[config.mk]
export PLATFORM = sky130hd
export DESIGN_NAME = lsu_mem_ctrl
export DESIGN_NICKNAME = d
export VERILOG_FILES = /design/src/rtl/lsu_mem_ctrl.sv
export SDC_FILE = /design/constraint.sdc
export NUM_CORES = 1
export LEC_CHECK = 0
export ABC_AREA = 1
export ABC_CLOCK_PERIOD_IN_PS = 4600
export BUFFER_PORTS_ARGS = -buffer_cell sky130_fd_sc_hd__buf_2
export CAP_MARGIN = 20
export CELL_PAD_IN_SITES_DETAIL_PLACEMENT = 1
export CELL_PAD_IN_SITES_GLOBAL_PLACEMENT = 2
export CORE_ASPECT_RATIO = 0.7
export CORE_MARGIN = 2
export CORE_UTILIZATION = 33
export CTS_CLUSTER_DIAMETER = 80
export DETAILED_ROUTE_END_ITERATION = 6
export GPL_TIMING_DRIVEN = 0
export PLACE_DENSITY_LB_ADDON = 0.1
export SYNTH_ARGS = -nofsm -noshare
export SYNTH_HDL_FRONTEND = slang
export SYNTH_SLANG_ARGS = --single-unit
[constraint.sdc]
create_clock -name clk -period 4.6 [get_ports clk]
set_input_delay 0.46 -clock clk [delete_from_list [all_inputs] [get_ports clk]]
set_output_delay 0.46 -clock clk [all_outputs]
set_load 0.02 [all_outputs]
[src/rtl/lsu_mem_ctrl.sv]
// Load/store initiator between the execute stage and a word-wide data memory.
// Splits word-straddling accesses into two beats and aligns/extends the data.
module lsu_mem_ctrl #(
  parameter int unsigned TIMEOUT = 15
) (
  input  logic        clk,
  input  logic        rst,
  input  logic        req_valid,
  output logic        req_ready,
  input  logic        req_store,
  input  logic [2:0]  req_funct3,
  input  logic [31:0] req_addr,
  input  logic [31:0] req_wdata,
  output logic        resp_valid,
  output logic [31:0] resp_rdata,
  output logic        resp_err,
  output logic        mem_req,
  output logic        mem_we,
  output logic [3:0]  mem_be,
  output logic [31:0] mem_addr,
  output logic [31:0] mem_wdata,
  input  logic        mem_ack,
  input  logic [31:0] mem_rdata
);

  localparam logic [15:0] TimeoutCnt = 16'(TIMEOUT);

  typedef enum logic [1:0] {StIdle, StAcc0, StAcc1, StResp} state_e;

  state_e      state_q, state_d;
  logic        req_ready_q, req_ready_d;
  logic        resp_valid_q, resp_valid_d;
  logic [31:0] resp_rdata_q, resp_rdata_d;
  logic        resp_err_q, resp_err_d;
  logic        mem_req_q, mem_req_d;
  logic        mem_we_q, mem_we_d;
  logic [3:0]  mem_be_q, mem_be_d;
  logic [31:0] mem_addr_q, mem_addr_d;
  logic [31:0] mem_wdata_q, mem_wdata_d;
  logic [15:0] cnt_q, cnt_d;
  logic        store_q, store_d;
  logic [2:0]  funct3_q, funct3_d;
  logic [1:0]  off_q, off_d;
  logic        split_q, split_d;
  logic [3:0]  be_hi_q, be_hi_d;
  logic [31:0] wdata_hi_q, wdata_hi_d;
  logic [31:0] addr_hi_q, addr_hi_d;
  logic [31:0] rd0_q, rd0_d;

  // Lane math on the incoming request, so ACC0 outputs are ready the cycle after accept
  logic [3:0]  mask_in;
  logic [7:0]  be8_in;
  logic [63:0] w64_in;
  logic        illegal_in;

  always_comb begin
    unique case (req_funct3[1:0])
      2'd0:    mask_in = 4'b0001;
      2'd1:    mask_in = 4'b0011;
      default: mask_in = 4'b1111;
    endcase
    be8_in     = {4'b0000, mask_in} << req_addr[1:0];
    w64_in     = {32'h0, req_wdata} << {req_addr[1:0], 3'b000};
    illegal_in = (req_funct3[1:0] == 2'b11) || (req_store && req_funct3[2]);
  end

  // Final read word arrives on the ack edge, so it bypasses rd0/rd1 registers
  logic [31:0] lo_word, hi_word, r32, load_ext;

  always_comb begin
    lo_word = (state_q == StAcc0) ? mem_rdata : rd0_q;
    hi_word = (state_q == StAcc0) ? 32'h0 : mem_rdata;
    r32     = 32'({hi_word, lo_word} >> {off_q, 3'b000});
    unique case (funct3_q[1:0])
      2'd0:    load_ext = funct3_q[2] ? {24'h0, r32[7:0]} : {{24{r32[7]}}, r32[7:0]};
      2'd1:    load_ext = funct3_q[2] ? {16'h0, r32[15:0]} : {{16{r32[15]}}, r32[15:0]};
      default: load_ext = r32;
    endcase
  end

  logic        go_resp, go_err;
  logic [15:0] cnt_inc;

  always_comb begin
    state_d      = state_q;
    req_ready_d  = req_ready_q;
    resp_valid_d = 1'b0;
    resp_rdata_d = resp_rdata_q;
    resp_err_d   = resp_err_q;
    mem_req_d    = mem_req_q;
    mem_we_d     = mem_we_q;
    mem_be_d     = mem_be_q;
    mem_addr_d   = mem_addr_q;
    mem_wdata_d  = mem_wdata_q;
    cnt_d        = cnt_q;
    store_d      = store_q;
    funct3_d     = funct3_q;
    off_d        = off_q;
    split_d      = split_q;
    be_hi_d      = be_hi_q;
    wdata_hi_d   = wdata_hi_q;
    addr_hi_d    = addr_hi_q;
    rd0_d        = rd0_q;
    go_resp      = 1'b0;
    go_err       = 1'b0;
    cnt_inc      = cnt_q + 16'd1;

    unique case (state_q)
      StIdle: begin
        if (req_valid && req_ready_q) begin
          req_ready_d = 1'b0;
          store_d     = req_store;
          funct3_d    = req_funct3;
          off_d       = req_addr[1:0];
          if (illegal_in) begin
            go_resp = 1'b1;
            go_err  = 1'b1;
          end else begin
            state_d     = StAcc0;
            mem_req_d   = 1'b1;
            mem_we_d    = req_store;
            mem_be_d    = be8_in[3:0];
            mem_addr_d  = {req_addr[31:2], 2'b00};
            mem_wdata_d = req_store ? w64_in[31:0] : 32'h0;
            be_hi_d     = be8_in[7:4];
            wdata_hi_d  = req_store ? w64_in[63:32] : 32'h0;
            addr_hi_d   = {req_addr[31:2], 2'b00} + 32'd4;
            split_d     = |be8_in[7:4];
            cnt_d       = 16'd0;
          end
        end
      end
      StAcc0, StAcc1: begin
        if (mem_ack) begin
          if (state_q == StAcc0 && split_q) begin
            // Second beat follows back-to-back; mem_req stays high
            state_d     = StAcc1;
            rd0_d       = mem_rdata;
            mem_be_d    = be_hi_q;
            mem_addr_d  = addr_hi_q;
            mem_wdata_d = wdata_hi_q;
            cnt_d       = 16'd0;
          end else begin
            go_resp = 1'b1;
          end
        end else begin
          cnt_d = cnt_inc;
          if (TIMEOUT != 0 && cnt_inc == TimeoutCnt) begin
            go_resp = 1'b1;
            go_err  = 1'b1;
          end
        end
      end
      StResp: begin
        state_d     = StIdle;
        req_ready_d = 1'b1;
      end
      default: state_d = StIdle;
    endcase

    if (go_resp) begin
      state_d      = StResp;
      resp_valid_d = 1'b1;
      resp_err_d   = go_err;
      resp_rdata_d = (go_err || store_q) ? 32'h0 : load_ext;
      mem_req_d    = 1'b0;
      mem_we_d     = 1'b0;
      mem_be_d     = 4'b0000;
      mem_addr_d   = 32'h0;
      mem_wdata_d  = 32'h0;
    end
  end

  always_ff @(posedge clk) begin
    if (rst) begin
      state_q      <= StIdle;
      req_ready_q  <= 1'b1;
      resp_valid_q <= 1'b0;
      resp_rdata_q <= 32'h0;
      resp_err_q   <= 1'b0;
      mem_req_q    <= 1'b0;
      mem_we_q     <= 1'b0;
      mem_be_q     <= 4'b0000;
      mem_addr_q   <= 32'h0;
      mem_wdata_q  <= 32'h0;
      cnt_q        <= 16'd0;
      store_q      <= 1'b0;
      funct3_q     <= 3'd0;
      off_q        <= 2'd0;
      split_q      <= 1'b0;
      be_hi_q      <= 4'b0000;
      wdata_hi_q   <= 32'h0;
      addr_hi_q    <= 32'h0;
      rd0_q        <= 32'h0;
    end else begin
      state_q      <= state_d;
      req_ready_q  <= req_ready_d;
      resp_valid_q <= resp_valid_d;
      resp_rdata_q <= resp_rdata_d;
      resp_err_q   <= resp_err_d;
      mem_req_q    <= mem_req_d;
      mem_we_q     <= mem_we_d;
      mem_be_q     <= mem_be_d;
      mem_addr_q   <= mem_addr_d;
      mem_wdata_q  <= mem_wdata_d;
      cnt_q        <= cnt_d;
      store_q      <= store_d;
      funct3_q     <= funct3_d;
      off_q        <= off_d;
      split_q      <= split_d;
      be_hi_q      <= be_hi_d;
      wdata_hi_q   <= wdata_hi_d;
      addr_hi_q    <= addr_hi_d;
      rd0_q        <= rd0_d;
    end
  end

  assign req_ready  = req_ready_q;
  assign resp_valid = resp_valid_q;
  assign resp_rdata = resp_rdata_q;
  assign resp_err   = resp_err_q;
  assign mem_req    = mem_req_q;
  assign mem_we     = mem_we_q;
  assign mem_be     = mem_be_q;
  assign mem_addr   = mem_addr_q;
  assign mem_wdata  = mem_wdata_q;

endmodule

==> run metrics <==
All-Layer GR Usage 0.271; setup repair after global routing missed its margin false; synthesized area divided by synthesized cell count between 6 and 7 sq um; Max Clock Freq between 200 and 300 MHz; type of element launching the critical path register; antenna violations before repair 0; clock tree from TritonCTS built; height of the die approximately 160 um; status complete, no violations; Yosys warning count 0; number of buffers on the longest clock path 3; routability congestion estimate from global placement a little over 0.9; final core occ 0.408; Distinct cells, synth between 40 and 50; clock buffer count from CTS 26; Floorplan Core Area 0.0334 sq mm; GR Layer Usage met3 0.0488; cell taking the most area after synthesis sky130_fd_sc_hd__dfxtp_1; CP Capture Type register; met1 GRT Util 0.422; combinational fraction of design power 0.421; global-route congestion overflow total 0; Peak VDD IR 309 uV; area enclosed by the die boundary 0.0353 sq mm; reported max-cap violation count 0; sequential-to-total area share from yosys stat 0.390; ordered list of cells on the worst path inv_1, ha_1, clkbuf_1, inv_2, nor3_1, inv_1, clkbuf_1, o21ai_0, a21oi_1; Rel. slew slack 0.247; share of flip-flops with an asynchronous set or reset 0; summed area of non-filler cells in the final layout 0.0136 sq mm; sequential share of power 0.298; worst slew pin tran 1.12 ns; vias after detailed routing 12213; Max Transition Viols Final 0; worst-case hold slack ~0.14 ns; count of mapped cells out of synthesis 1650; drt via density 5.22; family of cells with the greatest summed delay on the critical path buffers and inverters; Fin Setup TNS 0 ns; leading post-synthesis cells by cell area sky130_fd_sc_hd__dfxtp_1, sky130_fd_sc_hd__nand2_1, sky130_fd_sc_hd__o21ai_0; setup clock skew after layout between 0.015 and 0.02 ns; fraction of post-synthesis cell area in the top cell type by area 0.390; total DRC errors in the routed layout 0; number of placed cells counting well taps approximately 2300; required time of the critical path 5.01 ns; critical-path maximum fanout 10; class of the most critical setup path register to register; violation count after the first detailed-routing iteration around 900; class of the most critical hold timing path input pin to register; Global Route met2 Usage 0.386; Crit-path slowest cell sky130_fd_sc_hd__nor3_1; Hold Violations, Final 0; Clock H-tree levels 1; Clock power frac 0.281; Post-layout nets 1992; Most used DFF post-synth sky130_fd_sc_hd__dfxtp_1; number of enable-type register cells in the synthesized netlist 0; synth-to-layout area growth 22.4%; endpoint arrival time on the critical path approximately 4 ns; top-count cell post-synth sky130_fd_sc_hd__nand2_1; Buf/Inv on CP 5; first-pass GRT wire length 73100 um; io pins between 200 and 250; total of flip-flops plus latches after synthesis ~220; Lkg Pwr 0.00578 uW; share of the cycle needed by the critical path after routing 0.774; HPWL after DPL between 30000 and 40000 um; Starting Density 0.334; First-pass DRT Iterations 5; switching pwr between 3000 and 4000 uW; hold buffer count at cts 0; overall die width 224 um; post-cts sizing count 0; routed wire length a little under 50000 um; time the final worst path needs with I/O delays and setup ~3.6 ns; post-route insts no fill 2338; cell area power density approximately 600 mW/mm^2; total setup buffers inserted after CTS 0; Port-buffer cells 203; CTS Root Buffer Type sky130_fd_sc_hd__clkbuf_16; clock latency at the later pin of the worst-skew pair 0.56 ns; worst stage delay on the critical path 0.96 ns; Setup Viol. Count Final 0; cell internal pwr ~4500 uW; number of global-route vias before repair about 12000; Core Rows 56; filler cell count ~4400; clock input transition at the sequential cells of the worst setup and hold paths 0.07 ns; Post-Syn Area 0.0112 sq mm; antenna-violating nets left 0; count of clock tree sinks 217; average wire length per cell after detail routing around 21 um; most used routing layer in global routing met1; ratio of cells with drive above 1 in the final layout 0.157; placed inst area approximately 0.013 sq mm; ranking of synthesized cells by instance count sky130_fd_sc_hd__nand2_1, sky130_fd_sc_hd__o21ai_0, sky130_fd_sc_hd__dfxtp_1, sky130_fd_sc_hd__inv_1, sky130_fd_sc_hd__nor2_1; Sw Ratio 0.444; maximum number of pins on one net before global-route repair 13
[metrics by stage]
step | setup slack (ns) | total power [uW]
final | 1.04 | 8100
after global routing | 0.880 | 8580
after CTS | 1.10 | 8100
after detailed placement | 1.13 | 5810
after global placement | 1.15 | 5780
after floorplan | 2.50 | 4440
[cell usage in the layout, fill, tap and decap left out, types with 3 or more instances in the layout]
cell and instances:
sky130_fd_sc_hd__nor2_2 16, sky130_fd_sc_hd__a211oi_1 3, sky130_fd_sc_hd__o221ai_1 3, sky130_fd_sc_hd__o211ai_1 50, sky130_fd_sc_hd__nand2_1 346, sky130_fd_sc_hd__nand3_1 81, sky130_fd_sc_hd__buf_2 222, sky130_fd_sc_hd__o21ai_0 236
sky130_fd_sc_hd__clkinv_1 4, sky130_fd_sc_hd__a31oi_1 4, sky130_fd_sc_hd__nand4_1 14, sky130_fd_sc_hd__o31ai_1 7, sky130_fd_sc_hd__nor3_1 14, sky130_fd_sc_hd__nor2_1 153, sky130_fd_sc_hd__xnor2_1 5, sky130_fd_sc_hd__ha_1 6
sky130_fd_sc_hd__dfxtp_1 217, sky130_fd_sc_hd__nor3_2 3, sky130_fd_sc_hd__bufinv_16 3, sky130_fd_sc_hd__clkbuf_8 9, sky130_fd_sc_hd__xor2_1 17, sky130_fd_sc_hd__clkbuf_1 81, sky130_fd_sc_hd__clkbuf_16 27, sky130_fd_sc_hd__a22oi_1 11
sky130_fd_sc_hd__a21oi_1 138, sky130_fd_sc_hd__mux2i_1 14, sky130_fd_sc_hd__buf_6 3, sky130_fd_sc_hd__inv_1 153, sky130_fd_sc_hd__or2_2 4, sky130_fd_sc_hd__a22o_1 8, sky130_fd_sc_hd__o22ai_1 13, sky130_fd_sc_hd__o21ai_1 5
sky130_fd_sc_hd__buf_1 10
[flip-flops by register name, summed over array words and instances (netlist names), 2 cells and up]
signal and flops:
state_q 2, be_hi_q 3, resp_rdata 32, wdata_hi_q 24, funct3_q 3, off_q 2
cnt_q 16, mem_be 4, mem_wdata 32, rd0_q 32, mem_addr 30, addr_hi_q 30
[per-layer routing]
layer | wire length, um | share of wire
met1 | 25700 | 0.53
met2 | 19400 | 0.40
met3 | 2900 | 0.060
met4 | 770 | 0.016
met5 | 0 | 0
[path summary, 6_finish.rpt]
path                                             endpoint  slack (ns)                     from  cells after the start
worst max-delay path               rd0_q[27]$_SDFFE_PP0P_        1.04  state_q[0]$_SDFFE_PP0P_                      9
worst min-delay path            addr_hi_q[2]$_SDFFE_PP0P_        0.14              req_addr[2]                      2
worst max register to register     rd0_q[27]$_SDFFE_PP0P_        1.04  state_q[0]$_SDFFE_PP0P_                      9
worst min register to register     rd0_q[25]$_SDFFE_PP0P_        0.45   rd0_q[25]$_SDFFE_PP0P_                      2
[cells by family after synthesis]
family | Yosys count | share of synthesized area
adder cells (fa/ha/maj) | 6 | 0.00673
XOR/XNOR | 22 | 0.0173
AO/OA/AOI/OAI | 483 | 0.241
AND/OR/NAND/NOR | 639 | 0.238
other | 1 | 0.000336
flip-flops | 217 | 0.390
multiplexers | 14 | 0.0126
buffers and inverters | 268 | 0.0950
[power groups by stage]
stage | Clock, uW | Sequential [uW] | Combinational [uW]
finish | 2270 | 2410 | 3410
global route | 2390 | 2460 | 3740
CTS | 2300 | 2420 | 3370
detailed placement | 0 | 2450 | 3360
global placement | 0 | 2440 | 3330
floorplan | 0 | 2720 | 1720
[cell type report]
cell class | instances | area [sq um] | area share
Inverter | 159 | 597 | 0.0437
Sequential cell | 217 | 4340 | 0.318
Buffer | 109 | 463 | 0.0339
Clock buffer | 42 | 822 | 0.0602
Multi-Input combinational cell | 1166 | 5750 | 0.421
Clock inverter | 6 | 108 | 0.00788
Timing Repair Buffer | 203 | 1020 | 0.0744
Tap cell | 435 | 544 | 0.0399
Antenna cell | 1 | 2.50 | 0.000183
Power figures use the tool's default switching activity.
